### src/rtl/cpu_io_pkg.sv
// Shared types and defaults for the CPU input-port front-end.
package cpu_io_pkg;

  typedef enum logic [1:0] {RELEASED, PRESS_WAIT, PRESSED, RELEASE_WAIT} btn_state_t;

  localparam int unsigned DEFAULT_BUS_WIDTH       = 8;
  localparam int unsigned DEFAULT_SYNC_STAGES     = 2;
  localparam int unsigned DEFAULT_DEBOUNCE_CYCLES = 4;

  // The CPU sees the button as asserted from acceptance until the release is confirmed.
  function automatic logic is_asserted(btn_state_t s);
    return (s == PRESSED) || (s == RELEASE_WAIT);
  endfunction

endpackage

### src/rtl/input_port_conditioner_if.sv
// Raw switch/button inputs and the conditioned word/ready pair handed to the CPU.
interface input_port_conditioner_if #(
  parameter int unsigned BUS_WIDTH = 8
);
  logic [BUS_WIDTH-1:0] sw_raw;
  logic                 btn_raw;
  logic [BUS_WIDTH-1:0] in_port;
  logic                 ready_in;

  modport master (output sw_raw, output btn_raw, input in_port, input ready_in);
  modport slave  (input sw_raw, input btn_raw, output in_port, output ready_in);
endinterface

### src/rtl/bit_synchronizer.sv
// Multi-flop synchroniser chain for signals asynchronous to clk.
module bit_synchronizer #(
  parameter int unsigned WIDTH  = 1,
  parameter int unsigned STAGES = 2
) (
  input  logic             clk,
  input  logic             reset,
  input  logic [WIDTH-1:0] d,
  output logic [WIDTH-1:0] q
);

  logic [WIDTH-1:0] chain_q [STAGES];

  always_ff @(posedge clk or posedge reset) begin
    if (reset) begin
      for (int i = 0; i < int'(STAGES); i++) chain_q[i] <= '0;
    end else begin
      chain_q[0] <= d;
      for (int i = 1; i < int'(STAGES); i++) chain_q[i] <= chain_q[i-1];
    end
  end

  assign q = chain_q[STAGES-1];

endmodule

### src/rtl/input_port_conditioner.sv
// Synchronises and debounces the ready button and snapshots the switch bus on each confirmed press.
module input_port_conditioner
  import cpu_io_pkg::*;
#(
  parameter int unsigned BUS_WIDTH       = DEFAULT_BUS_WIDTH,
  parameter int unsigned SYNC_STAGES     = DEFAULT_SYNC_STAGES,
  parameter int unsigned DEBOUNCE_CYCLES = DEFAULT_DEBOUNCE_CYCLES
) (
  input logic                     clk,
  input logic                     reset,
  input_port_conditioner_if.slave io
);

  localparam int unsigned CNT_W = $clog2(DEBOUNCE_CYCLES + 1);
  localparam logic [CNT_W-1:0] CNT_LAST = CNT_W'(DEBOUNCE_CYCLES - 1);

  logic                 btn_s;
  logic [BUS_WIDTH-1:0] sw_s;

  bit_synchronizer #(
    .WIDTH  (1),
    .STAGES (SYNC_STAGES)
  ) u_btn_sync (
    .clk   (clk),
    .reset (reset),
    .d     (io.btn_raw),
    .q     (btn_s)
  );

  bit_synchronizer #(
    .WIDTH  (BUS_WIDTH),
    .STAGES (SYNC_STAGES)
  ) u_sw_sync (
    .clk   (clk),
    .reset (reset),
    .d     (io.sw_raw),
    .q     (sw_s)
  );

  btn_state_t           state_q, state_d;
  logic [CNT_W-1:0]     cnt_q, cnt_d;
  logic [BUS_WIDTH-1:0] in_port_q, in_port_d;
  logic                 ready_q, ready_d;

  always_ff @(posedge clk or posedge reset) begin
    if (reset) begin
      state_q   <= RELEASED;
      cnt_q     <= '0;
      in_port_q <= '0;
      ready_q   <= 1'b0;
    end else begin
      state_q   <= state_d;
      cnt_q     <= cnt_d;
      in_port_q <= in_port_d;
      ready_q   <= ready_d;
    end
  end

  always_comb begin
    state_d   = state_q;
    cnt_d     = cnt_q;
    in_port_d = in_port_q;
    case (state_q)
      RELEASED: begin
        if (btn_s) begin
          state_d = PRESS_WAIT;
          cnt_d   = '0;
        end
      end
      PRESS_WAIT: begin
        if (!btn_s) begin
          state_d = RELEASED;
          cnt_d   = '0;
        end else if (cnt_q == CNT_LAST) begin
          // Snapshot on the accepting edge so the CPU reads the word that matches this press.
          state_d   = PRESSED;
          cnt_d     = '0;
          in_port_d = sw_s;
        end else begin
          cnt_d = cnt_q + CNT_W'(1);
        end
      end
      PRESSED: begin
        if (!btn_s) begin
          state_d = RELEASE_WAIT;
          cnt_d   = '0;
        end
      end
      RELEASE_WAIT: begin
        if (btn_s) begin
          state_d = PRESSED;
          cnt_d   = '0;
        end else if (cnt_q == CNT_LAST) begin
          state_d = RELEASED;
          cnt_d   = '0;
        end else begin
          cnt_d = cnt_q + CNT_W'(1);
        end
      end
      default: begin
        state_d = RELEASED;
        cnt_d   = '0;
      end
    endcase
    ready_d = is_asserted(state_d);
  end

  assign io.in_port  = in_port_q;
  assign io.ready_in = ready_q;

endmodule

### src/flat_wrapper.sv
// flat-port wrapper written by rule: the top's interface ports become plain ports
module input_port_conditioner_flat import cpu_io_pkg::*;
#(
  parameter int unsigned BUS_WIDTH       = DEFAULT_BUS_WIDTH,
  parameter int unsigned SYNC_STAGES     = DEFAULT_SYNC_STAGES,
  parameter int unsigned DEBOUNCE_CYCLES = DEFAULT_DEBOUNCE_CYCLES
)
  (clk, reset, io_sw_raw, io_btn_raw, io_in_port, io_ready_in);
  input_port_conditioner_if #(.BUS_WIDTH(BUS_WIDTH)) io_i ();
  input logic clk;
  input logic reset;
  input wire logic [$bits(io_i.sw_raw)-1:0] io_sw_raw;
  input wire logic [$bits(io_i.btn_raw)-1:0] io_btn_raw;
  output wire logic [$bits(io_i.in_port)-1:0] io_in_port;
  output wire logic [$bits(io_i.ready_in)-1:0] io_ready_in;
  assign io_i.sw_raw = io_sw_raw;
  assign io_i.btn_raw = io_btn_raw;
  assign io_in_port = io_i.in_port;
  assign io_ready_in = io_i.ready_in;
  input_port_conditioner #(.BUS_WIDTH(BUS_WIDTH), .SYNC_STAGES(SYNC_STAGES), .DEBOUNCE_CYCLES(DEBOUNCE_CYCLES)) u_core (.clk(clk), .reset(reset), .io(io_i));
endmodule
### config.mk
export PLATFORM = sky130hd
export DESIGN_NAME = input_port_conditioner_flat
export DESIGN_NICKNAME = d
export VERILOG_FILES = /design/src/rtl/cpu_io_pkg.sv /design/src/rtl/input_port_conditioner_if.sv /design/src/rtl/bit_synchronizer.sv /design/src/rtl/input_port_conditioner.sv /design/src/flat_wrapper.sv
export SDC_FILE = /design/constraint.sdc
export NUM_CORES = 1
export LEC_CHECK = 0
export ABC_AREA = 1
export BUFFER_PORTS_ARGS = -buffer_cell sky130_fd_sc_hd__buf_2
export CAP_MARGIN = 10
export CORE_MARGIN = 1
export CORE_UTILIZATION = 50
export DETAILED_ROUTE_END_ITERATION = 12
export MAX_ROUTING_LAYER = met4
export PLACE_DENSITY = 0.73
export SYNTH_ARGS = -nofsm -noshare
export SYNTH_HDL_FRONTEND = slang
export SYNTH_HIERARCHICAL = 1
export SYNTH_SLANG_ARGS = --single-unit
### constraint.sdc
create_clock -name clk -period 1.3 [get_ports clk]
set_input_delay 0.26 -clock clk [delete_from_list [all_inputs] [get_ports clk]]
set_output_delay 0.26 -clock clk [all_outputs]
set_load 0.02 [all_outputs]
* Word-level counts from Yosys, hierarchy flattened
Index checks and enable logic that the tools add are counted.
Storage, ports and cells: register bits after elaboration 32, latch bits 0, RAM bits 0, ROM bits 0, bits of input ports 11, output and inout bits 9, logic and storage cells 34, memories 0
Cells by class: add/subtract/negate cells 1, multiply operators 0, div/mod/pow operators 0, order comparisons 0, eq/ne operators 8, shifts and indexed selects 0, muxes and demuxes 13, bitwise gates (word level) 0, reduce and logical (&&, ||, !) cells 4
Operators by type and width (count):
- two-way mux 3 bit | 5
- two-way mux 2 bit | 6
- one-hot mux 3 bit (4 select lines) | 1
- == test 2 bit (second input constant) | 4
- one-hot mux 2 bit (4 select lines) | 1
- inequality test 2 bit (second input constant) | 2
- adder 3 x 1 -> 3 bit (second input constant) | 1
- == test 3 x 2 -> 1 bit (second input constant) | 1
- AND reduction 3 bit | 1
- == test 2 x 1 -> 1 bit (second input constant) | 1
- zero test 2 bit | 1
- AND reduction 2 bit | 1
- logical OR 1 bit | 1

* Logic depth before layout (Yosys ltp)
Gate-level depths: netlist of the first run.
word-level depth 6, mapped depth 7, gate-level depth less buffers 6

* Modules after synthesis
The synthesis of the first run kept the hierarchy.
By module, submodules not included:
- input_port_conditioner | instances 1, cells an instance 73, area an instance 635.6 sq um, sequential area each 325.3 sq um
- bit_synchronizer (u_core.u_sw_sync) | instances 1, cells an instance 25, area an instance 464.2 sq um, sequential area each 400.4 sq um
- bit_synchronizer (u_core.u_btn_sync) | instances 1, cells an instance 3, area an instance 53.8 sq um, sequential area each 50.0 sq um

* Least setup slack after synthesis of the first run
Ideal clock, no wire load.
path type register to register, start point register, netlist name u_core/io.ready_in, end point register u_core.in_port_q[6] (netlist: u_core/io.in_port[6]), library setup time 0.123 ns, data arrival time 0.964 ns, data required time 1.177 ns, setup slack 0.213 ns, stages on the path, launching flop included 6, buffers on the path 1, period minus slack after synthesis 1.087 ns, cells stage by stage dfrtp_1 -> inv_2 -> nand2_4 -> buf_6 -> o21ai_0 -> nand2_1
RTL lines:
- to (signal assigned) | RTL line input_port_conditioner.sv:54 | in_port_q <= in_port_d;
- to (decl) | RTL line input_port_conditioner.sv:42 | logic [BUS_WIDTH-1:0] in_port_q, in_port_d;

* Worst setup path in the final report of the first run
start point register u_core.cnt_q[0], end point register u_core.in_port_q[0] (netlist: u_core/io.in_port[0])
On the way: cells in the longest elaborated chain, start to end 2
Ends and longest elaborated chain:
- from (decl) | RTL line input_port_conditioner.sv:41 | logic [CNT_W-1:0] cnt_q, cnt_d;
- from (signal assigned) | RTL line input_port_conditioner.sv:53 | cnt_q <= cnt_d;
- == test 3 x 2 -> 1 bit | RTL line input_port_conditioner.sv:74 | end else if (cnt_q == CNT_LAST) begin
- AND reduction 3 bit (no source line)
Every way passes these cells. A chain may end at the register's enable or synchronous reset.

==> results.sh, run 1 <==
export IMPL_leak_pwr_nw=0.677
export IMPL_cellInternalPower_mw=1.58
export IMPL_switchingPower_mw=0.834
export IMPL_drt_wirelength_per_cell_um=10.6
export IMPL_origin_of_the_critical_flop_to_flop_path="u_core/cnt_q[0]"
export IMPL_die_height_um=50.0
export IMPL_worst_skew_pair_late_latency_ps=320
export IMPL_critical_path_depth=5
export IMPL_initial_core_util_pct=52.7
export IMPL_cts_root_buffer_cell="sky130_fd_sc_hd__clkbuf_4"
export IMPL_max_slew_margin_vs_limit_pct=62.5
export IMPL_max_freq_ghz=0.831
export IMPL_report_final_slew_viol_count=0
export IMPL_tritoncts="built"
export IMPL_multi_input_comb_area_um2=264
export IMPL_timing_reg2reg_worst_path_depth=5
export IMPL_first_global_vias=661
export IMPL_io_pins=20
export IMPL_share_comb_of_total_power_pct=26.2
export IMPL_vdd_ir_drop_worst_uv=1020
export IMPL_critical_path_slowest_cell="sky130_fd_sc_hd__dfrtp_1"
export IMPL_cp_start_kind="flip-flop"
export IMPL_timing_final_crit_period_ps=1200
export IMPL_path_clk_slew_ps=90
export IMPL_synth_seq_cells=31
export IMPL_synthToLayoutAreaGrowth_pct=10.8
export IMPL_layout_common_cells="sky130_fd_sc_hd__dfrtp_1 (31), sky130_fd_sc_hd__nand2_1 (27), sky130_fd_sc_hd__buf_2 (19), sky130_fd_sc_hd__inv_1 (8), sky130_fd_sc_hd__o21ai_1 (7)"
export IMPL_syn_nets=113
export IMPL_count_of_buffers_inserted_at_the_top_level_ports=19
export IMPL_cts_max_path_buffers=2
export IMPL_final_net_count=132
export IMPL_timing_rr_end="u_core/io.in_port[0]"
export IMPL_critPathArrivalTime_ps=1420
export IMPL_hpwl_um=1090
export IMPL_syn_instance_count=101
export IMPL_fillerInstances=197
export IMPL_path_buf_inv=1
export IMPL_cts_num_sinks=31
export IMPL_detail_route_iter0_violations=2
export IMPL_ff2ff_setup_slack_ps=100
export IMPL_route_vias_total=676
export IMPL_hold_violations=0
export IMPL_area_sequential_um2=776
export IMPL_clock_skew_ps=5.12
export IMPL_route_detailed_vias_per_inst=4.54
export IMPL_final_layout_size_suffix_gt1_share_pct=28.9
export IMPL_outcome="finished clean"
export IMPL_core_region_area_mm2=0.00219
export IMPL_pwr_density_cell_mw_per_mm2=1890
export IMPL_netSwitchingFraction_pct=34.5
export IMPL_antenna_cells=0
export IMPL_detail_route_drc_violations=0
export IMPL_min_path_cells=1
export IMPL_die_wd_um=50.0
export IMPL_cp_top_family="flip-flops"
export IMPL_power_share_sequential_pct=52.9
export IMPL_path_cells="ha_2 > nand3_4 > buf_4 > o21ai_1 > nand2_1"
export IMPL_setup_worst_path_class="flip-flop to flip-flop"
export IMPL_syn_area_mm2=0.00115
export IMPL_grt_first_pass_wirelength_um=2730
export IMPL_synth_avg_cell_area_um2=11.4
export IMPL_globalRouteTotalUtil_pct=16.3
export IMPL_clock_power_share_pct=20.9
export IMPL_hold_path_endpoint="u_core/u_btn_sync/chain_q[1]"
export IMPL_cts_made_buffers=5
export IMPL_worst_path_max_fanout=9
export IMPL_tns_ps=0
export IMPL_postRouteWirelength_um=1580
export IMPL_worstMarginPinSlew_ps=561
export IMPL_timing_critical_path_to_type="flip-flop"
export IMPL_global_route_overflow_total=0
export IMPL_route_antenna_remaining_nets=0
export IMPL_grt_max_degree=17
export IMPL_core_rowCount=17
export IMPL_die_area_mm2=0.00250
export IMPL_hold_path_startpoint="io_btn_raw"
export IMPL_finalHoldWorstSlack_ps=39.5
export IMPL_ys_warn_count=6
export IMPL_routabilityCongestion=0.803
export IMPL_first_pass_iters=4
export IMPL_cp_data_required_time_ps=1510
export IMPL_antenna_found_initial=0
export IMPL_final_min_period_over_clock_period_pct=92.5
export IMPL_synth_cell_type_count=17
export IMPL_count_of_h_tree_levels_built_during_cts=2
export IMPL_cap_viol_max_count=0
export IMPL_min_delay_path_class="primary input to flip-flop"
export IMPL_most_frequent_standard_cell_in_the_layout_excluding_fill_and_tap_cells="sky130_fd_sc_hd__dfrtp_1"
export IMPL_slowest_delay_ps=390
export IMPL_unrepaired_setup_endpoints_after_global_routing="false"
export IMPL_yosysSeqAreaShare_pct=67.2
export IMPL_timing_final_setup_violations=0
[power groups by stage]
stage | clock network, mW | registers [mW] | logic, mW
6_report | 0.505 | 1.28 | 0.632
5_1_grt | 0.571 | 1.31 | 0.713
4_1_cts | 0.527 | 1.28 | 0.628
3_5_place_dp | 0 | 1.30 | 0.624
3_3_place_gp | 0 | 1.30 | 0.610
2_1_floorplan | 0 | 1.44 | 0.304
[state kept, by name, summed over array words and instances, names as in the netlist]
signal,count
u_core/io.in_port,8
u_core/u_btn_sync/q,1
u_core/u_btn_sync/chain_q,1
u_core/cnt_q,3
u_core/u_sw_sync/chain_q,8
u_core/io.ready_in,1
u_core/state_q,1
u_core/u_sw_sync/q,8
[through the flow]
stage | power, mW | cell area, µm² | worst slack (ps) | utilization (%) | std cells
2_1_floorplan | 1.74 | 1150 | 213 | - | 101
3_3_place_gp | 1.91 | 1200 | 157 | 54.8 | 138
3_5_place_dp | 1.92 | 1200 | 104 | 54.8 | 138
4_1_cts | 2.44 | 1260 | 81.8 | 57.6 | 147
5_1_grt | 2.59 | 1280 | 21.6 | 58.4 | 149
6_report | 2.42 | 1280 | 97.2 | 58.4 | 149
[cell families after synthesis]
group	after synthesis	synth area share [%]
flops	31	67.2
buf+inv	19	10.1
compound gates	9	4.23
fa+ha+maj	1	1.08
simple gates	41	17.4
[worst max-delay path by stage]
stage,startpoint,end,slack [ps]
2_1_floorplan,u_core/io.ready_in,u_core/io.in_port[6],210
3_3_place_gp,u_core/cnt_q[0],u_core/io.in_port[1],160
3_5_place_dp,u_core/cnt_q[0],u_core/io.in_port[1],100
4_1_cts,u_core/cnt_q[0],u_core/io.in_port[6],80
5_1_grt,u_core/cnt_q[0],u_core/io.in_port[1],20
6_report,u_core/cnt_q[0],u_core/io.in_port[0],100
[synth_stat cells, drive strengths merged]
| cell type | n | area share, % |
|---|---|---|
| ha | 1 | 1.1 |
| nor2 | 6 | 2.8 |
| dfrtp | 31 | 67 |
| nand4 | 1 | 0.54 |
| o21ai | 9 | 4.2 |
| inv | 9 | 2.9 |
| nand2 | 29 | 11 |
| buf | 10 | 7.2 |
| nand3 | 5 | 3.3 |
[metal layers]
layer  wire length, µm  vias up  GRT usage (%)
li1                  -      344              -
met1               690      310           18.3
met2               762       15           22.2
met3                81        7           7.72
met4                42        0           12.4
met5                 0        -              -
[worst register-to-register path: stages (launching register included)]
cell and delay, ps:
sky130_fd_sc_hd__dfrtp_1 390, sky130_fd_sc_hd__ha_2 230, sky130_fd_sc_hd__nand3_4 140, sky130_fd_sc_hd__buf_4 180
sky130_fd_sc_hd__o21ai_1 110, sky130_fd_sc_hd__nand2_1 60
[timing repair]
item / in CTS / in global routing
endpoints found under the hold margin: 15 / 0
hold buffers: 1 / 0
setup endpoints to repair: 0 / 5
gates resized for setup: 0 / 1
buffers inserted: 0 / 2
[cell type report]
class / count / share of cell area (%)
sequential: 31 / 60.7
multi-input combinational: 51 / 20.6
timing repair buffer: 22 / 9.39
clock buffer: 7 / 3.52
tap: 28 / 2.74
inverter: 9 / 2.64
clock inverter: 1 / 0.391
(Power assumes the default switching activity.)
==> inputs of run 2 (changes only) <==
Settings changed: CELL_PAD_IN_SITES_DETAIL_PLACEMENT set to 1, CELL_PAD_IN_SITES_GLOBAL_PLACEMENT set to 2, CORE_UTILIZATION 50 to 34, PLACE_DENSITY 0.73 to 0.76.
==> results.sh, run 2 (synthesized netlist as in run 1, its figures left out) <==
export IMPL_initial_core_util_pct=36.9
export IMPL_first_pass_iters=2
export IMPL_layout_common_cells="sky130_fd_sc_hd__dfrtp_1 (31), sky130_fd_sc_hd__nand2_1 (27), sky130_fd_sc_hd__buf_2 (19), sky130_fd_sc_hd__inv_1 (8), sky130_fd_sc_hd__o21ai_1 (7)"
export IMPL_timing_reg2reg_worst_path_depth=5
export IMPL_stdcell_count=171
export IMPL_final_net_count=138
export IMPL_pwr_density_cell_mw_per_mm2=1800
export IMPL_switchingPower_mw=0.884
export IMPL_postLayoutCellArea_mm2=0.00138
export IMPL_worst_path_max_fanout=6
export IMPL_detail_route_drc_violations=0
export IMPL_globalRouteTotalUtil_pct=13.8
export IMPL_tns_ps=0
export IMPL_grt_max_degree=17
export IMPL_critPathArrivalTime_ps=1460
export IMPL_leak_pwr_nw=0.706
export IMPL_path_clk_slew_ps=100
export IMPL_post_dp_cell_area_mm2=0.00122
export IMPL_grt_first_pass_wirelength_um=3310
export IMPL_route_vias_total=722
export IMPL_routabilityCongestion=0.767
export IMPL_timing_final_crit_period_ps=1240
export IMPL_global_route_overflow_total=0
export IMPL_drt_wirelength_per_cell_um=11.3
export IMPL_netSwitchingFraction_pct=35.6
export IMPL_finalHoldWorstSlack_ps=29.2
export IMPL_hold_violations=0
export IMPL_cellInternalPower_mw=1.60
export IMPL_cts_root_buffer_cell="sky130_fd_sc_hd__clkbuf_4"
export IMPL_core_region_area_mm2=0.00313
export IMPL_share_comb_of_total_power_pct=26.6
export IMPL_cts_made_buffers=5
export IMPL_fillerInstances=363
export IMPL_tritoncts="built"
export IMPL_die_wd_um=60.3
export IMPL_max_freq_ghz=0.808
export IMPL_clock_skew_ps=3.80
export IMPL_route_antenna_remaining_nets=0
export IMPL_die_area_mm2=0.00363
export IMPL_cts_num_sinks=31
export IMPL_most_frequent_standard_cell_in_the_layout_excluding_fill_and_tap_cells="sky130_fd_sc_hd__dfrtp_1"
export IMPL_report_final_slew_viol_count=0
export IMPL_place_detailed_instances=154
export IMPL_route_detailed_vias_per_inst=4.22
export IMPL_detail_route_iter0_violations=12
export IMPL_hpwl_um=1380
export IMPL_final_min_period_over_clock_period_pct=95.2
export IMPL_max_slew_margin_vs_limit_pct=62.0
export IMPL_timing_final_setup_violations=0
export IMPL_final_layout_size_suffix_gt1_share_pct=29.9
export IMPL_cp_data_required_time_ps=1520
export IMPL_outcome="finished clean"
export IMPL_antenna_cells=0
export IMPL_min_path_cells=1
export IMPL_min_delay_path_class="primary input to flip-flop"
export IMPL_core_rowCount=20
export IMPL_first_global_vias=734
export IMPL_postRouteWirelength_um=1930
export IMPL_count_of_h_tree_levels_built_during_cts=2
export IMPL_count_of_buffers_inserted_at_the_top_level_ports=19
export IMPL_synthToLayoutAreaGrowth_pct=19.3
export IMPL_io_pins=20
export IMPL_die_height_um=60.3
export IMPL_clock_power_share_pct=21.7
export IMPL_setup_worst_path_class="flip-flop to flip-flop"
export IMPL_timing_critical_path_to_type="flip-flop"
export IMPL_cts_max_path_buffers=2
export IMPL_power_share_sequential_pct=51.7
export IMPL_antenna_found_initial=0
export IMPL_worst_skew_pair_late_latency_ps=330
export IMPL_cp_start_kind="flip-flop"
export IMPL_cap_viol_max_count=0
export IMPL_worstMarginPinSlew_ps=570
export IMPL_vdd_ir_drop_worst_uv=712
-- run 2: changes by cell type in the layout (fill, tap and decap cells not counted), sizes merged --
cell | previous run | this run
clkinvlp | 0 | 2
dlygate4sd3 | 1 | 6
clkbuf | 7 | 5
buf | 21 | 22
-- run 2: path summary, 6_finish.rpt --
| path | startpoint | end | slack (ps) |
|---|---|---|---|
| min in group asynchronous | reset | u_core/u_btn_sync/q | 340 |
| max in group asynchronous | reset | u_core/u_sw_sync/q[6] | 390 |
| max reg2reg | u_core/cnt_q[0] | u_core/io.in_port[6] | 60 |
| min reg2reg | u_core/u_sw_sync/chain_q[11] | u_core/u_sw_sync/q[3] | 360 |
| max | u_core/cnt_q[0] | u_core/io.in_port[6] | 60 |
| min | io_sw_raw[1] | u_core/u_sw_sync/chain_q[9] | 30 |
-- run 2: worst max-delay path, stage by stage, from the launching register on --
cell and delay (ps):
sky130_fd_sc_hd__dfrtp_1 390, sky130_fd_sc_hd__ha_2 230, sky130_fd_sc_hd__nand3_4 130, sky130_fd_sc_hd__buf_12 170
sky130_fd_sc_hd__o21ai_0 140, sky130_fd_sc_hd__nand2_1 70
-- run 2: repair_timing --
action,CTS,global route
setup buffers,0,3
hold buffers,1,5
hold endpoints to repair,31,5
gates resized for setup,0,1
endpoints found under the setup margin,0,8
-- run 2: area by class of cell --
| class | instances | area, µm² | share of cell area, % |
|---|---|---|---|
| multi-input combinational | 51 | 264 | 19.2 |
| inverter | 9 | 33.8 | 2.45 |
| sequential | 31 | 776 | 56.4 |
| clock inverter | 3 | 20.0 | 1.45 |
| tap | 44 | 55.1 | 4.00 |
| timing repair buffer | 28 | 190 | 13.8 |
| clock buffer | 5 | 37.5 | 2.73 |
-- run 2: metrics by stage --
step,total power [mW],util (%),worst slack [ps]
floorplan,1.74,-,213
global placement,1.93,39.0,113
detailed placement,1.95,39.0,45.9
CTS,2.50,41.2,29.6
global route,2.67,44.0,-11.5
finish,2.48,44.0,62.1
-- run 2: power groups by stage --
stage	combinational [mW]	clock [mW]	sequential, mW
CTS	0.644	0.563	1.29
global route	0.743	0.613	1.31
floorplan	0.304	0	1.44
finish	0.660	0.537	1.28
detailed placement	0.639	0	1.31
global placement	0.628	0	1.30
-- run 2: layer usage --
metal	global-route usage, %	vias to the layer above	share of wire [%]
met3	7.14	5	3.8
met1	14.6	350	43
met5	-	-	0
met2	20.9	12	51
li1	-	355	-
met4	6.98	0	1.9
==> inputs of run 3 (changes only) <==
--- a/constraint.sdc
+++ b/constraint.sdc
@@ -3,2 +3,2 @@
 set_output_delay 0.26 -clock clk [all_outputs]
-set_load 0.02 [all_outputs]
+set_load 0.05 [all_outputs]
==> results.sh, run 3 (synthesized netlist as in run 1, its figures left out) <==
export IMPL_max_slew_margin_vs_limit_pct=62.0
export IMPL_min_delay_path_class="primary input to flip-flop"
export IMPL_tritoncts="built"
export IMPL_final_min_period_over_clock_period_pct=95.2
export IMPL_grt_first_pass_wirelength_um=3310
export IMPL_first_global_vias=734
export IMPL_cp_start_kind="flip-flop"
export IMPL_routabilityCongestion=0.767
export IMPL_route_vias_total=722
export IMPL_synthToLayoutAreaGrowth_pct=19.6
export IMPL_path_clk_slew_ps=100
export IMPL_postLayoutCellArea_mm2=0.00138
export IMPL_die_area_mm2=0.00363
export IMPL_first_pass_iters=2
export IMPL_layout_common_cells="sky130_fd_sc_hd__dfrtp_1 (30), sky130_fd_sc_hd__nand2_1 (27), sky130_fd_sc_hd__buf_2 (18), sky130_fd_sc_hd__inv_1 (8), sky130_fd_sc_hd__o21ai_1 (7)"
export IMPL_detail_route_drc_violations=0
export IMPL_cts_root_buffer_cell="sky130_fd_sc_hd__clkbuf_4"
export IMPL_antenna_cells=0
export IMPL_pwr_density_cell_mw_per_mm2=2020
export IMPL_drt_wirelength_per_cell_um=11.3
export IMPL_die_wd_um=60.3
export IMPL_slowest_delay_ps=390
export IMPL_path_cells="ha_2 > nand3_4 > buf_12 > o21ai_0 > nand2_1"
export IMPL_detail_route_iter0_violations=12
export IMPL_die_height_um=60.3
export IMPL_setup_worst_path_class="flip-flop to flip-flop"
export IMPL_antenna_found_initial=0
export IMPL_switchingPower_mw=1.18
export IMPL_vdd_ir_drop_worst_uv=712
export IMPL_cts_made_buffers=5
export IMPL_setup_slack_ps=62.1
export IMPL_outcome="finished clean"
export IMPL_cp_data_required_time_ps=1520
export IMPL_core_region_area_mm2=0.00313
export IMPL_clock_skew_ps=3.80
export IMPL_final_layout_size_suffix_gt1_share_pct=30.7
export IMPL_route_detailed_vias_per_inst=4.22
export IMPL_postRouteWirelength_um=1930
export IMPL_critical_path_slowest_cell="sky130_fd_sc_hd__dfrtp_1"
export IMPL_globalRouteTotalUtil_pct=13.8
export IMPL_most_frequent_standard_cell_in_the_layout_excluding_fill_and_tap_cells="sky130_fd_sc_hd__dfrtp_1"
export IMPL_clock_power_share_pct=19.3
export IMPL_timing_final_crit_period_ps=1240
export IMPL_io_pins=20
export IMPL_worst_skew_pair_late_latency_ps=330
export IMPL_core_rowCount=20
export IMPL_leak_pwr_nw=0.705
export IMPL_global_route_overflow_total=0
export IMPL_cellInternalPower_mw=1.61
export IMPL_cts_num_sinks=31
export IMPL_worst_path_max_fanout=6
export IMPL_hold_violations=0
export IMPL_timing_critical_path_to_type="flip-flop"
export IMPL_netSwitchingFraction_pct=42.3
export IMPL_final_net_count=138
export IMPL_timing_final_setup_violations=0
export IMPL_hpwl_um=1380
export IMPL_grt_max_degree=17
export IMPL_power_share_sequential_pct=46.2
export IMPL_critPathArrivalTime_ps=1460
export IMPL_ff2ff_setup_slack_ps=60
export IMPL_cts_max_path_buffers=2
export IMPL_count_of_buffers_inserted_at_the_top_level_ports=19
export IMPL_post_dp_cell_area_mm2=0.00122
export IMPL_share_comb_of_total_power_pct=34.5
export IMPL_max_freq_ghz=0.808
export IMPL_route_antenna_remaining_nets=0
export IMPL_post_place_ws_ps=45.9
export IMPL_count_of_h_tree_levels_built_during_cts=2
export IMPL_worstMarginPinSlew_ps=570
export IMPL_cap_viol_max_count=0
export IMPL_initial_core_util_pct=36.9
export IMPL_report_final_slew_viol_count=0
export IMPL_finalHoldWorstSlack_ps=29.2
export IMPL_power_total_mw=2.78
export IMPL_tns_ps=0
[run 3: cell counts in the layout (fill, tap and decap cells not counted)]
Identical to the previous run, type by type.
[run 3: power by group through the flow]
stage,registers (mW),logic (mW),clock network (mW)
floorplan,1.73,0.305,0
global placement,1.30,0.922,0
detailed placement,1.31,0.934,0
CTS,1.29,0.946,0.563
global route,1.32,1.04,0.613
finish,1.29,0.962,0.537
[run 3: worst paths after layout]
| check | start | endpoint | cells after the start |
|---|---|---|---|
| hold / removal | io_sw_raw[1] | u_core/u_sw_sync/chain_q[9] | 1 |
| min in group asynchronous | reset | u_core/u_btn_sync/q | 3 |
| setup reg to reg | u_core/cnt_q[0] | u_core/io.in_port[6] | 5 |
| setup / recovery | u_core/cnt_q[0] | u_core/io.in_port[6] | 5 |
| max in group asynchronous | reset | u_core/u_sw_sync/q[6] | 3 |
| hold reg to reg | u_core/u_sw_sync/chain_q[11] | u_core/u_sw_sync/q[3] | 0 |
[run 3: layout make-up]
class                      instances  area, µm²
fill                             362       1750
sequential                        31        777
multi-input combinational         51        264
timing repair buffer              28        193
tap                               44       55.1
clock buffer                       5       37.5
inverter                           9       33.8
clock inverter                     3       20.0
[run 3: critical path, delay by kind of cell, from the launching register on]
kind / cells / cell delay [ps]
adder cells (fa/ha/maj): 1 / 230
AND/OR/NAND/NOR: 2 / 200
AO/OA/AOI/OAI: 1 / 140
flip-flops: 1 / 390
buffers and inverters: 1 / 170
[run 3: repair_timing]
action / in CTS / in global routing
buffers inserted: 0 / 3
pin swaps: 0 / 2
hold buffers: 1 / 5
endpoints found under the hold margin: 31 / 5
endpoints found under the setup margin: 1 / 9
gates resized for setup: 1 / 2
[run 3: through the flow]
step | util (%) | cells
after floorplan | - | 101
after global placement | 39.0 | 154
after detailed placement | 39.0 | 154
after CTS | 41.3 | 163
after global routing | 44.1 | 171
final | 44.1 | 171
[run 3: routing by layer]
metal | up-vias | global-route usage [%] | routed length (µm)
met4 | 0 | 6.98 | 37
met2 | 12 | 20.9 | 992
met3 | 5 | 7.14 | 73
li1 | 355 | - | -
met1 | 350 | 14.6 | 825
met5 | - | - | 0
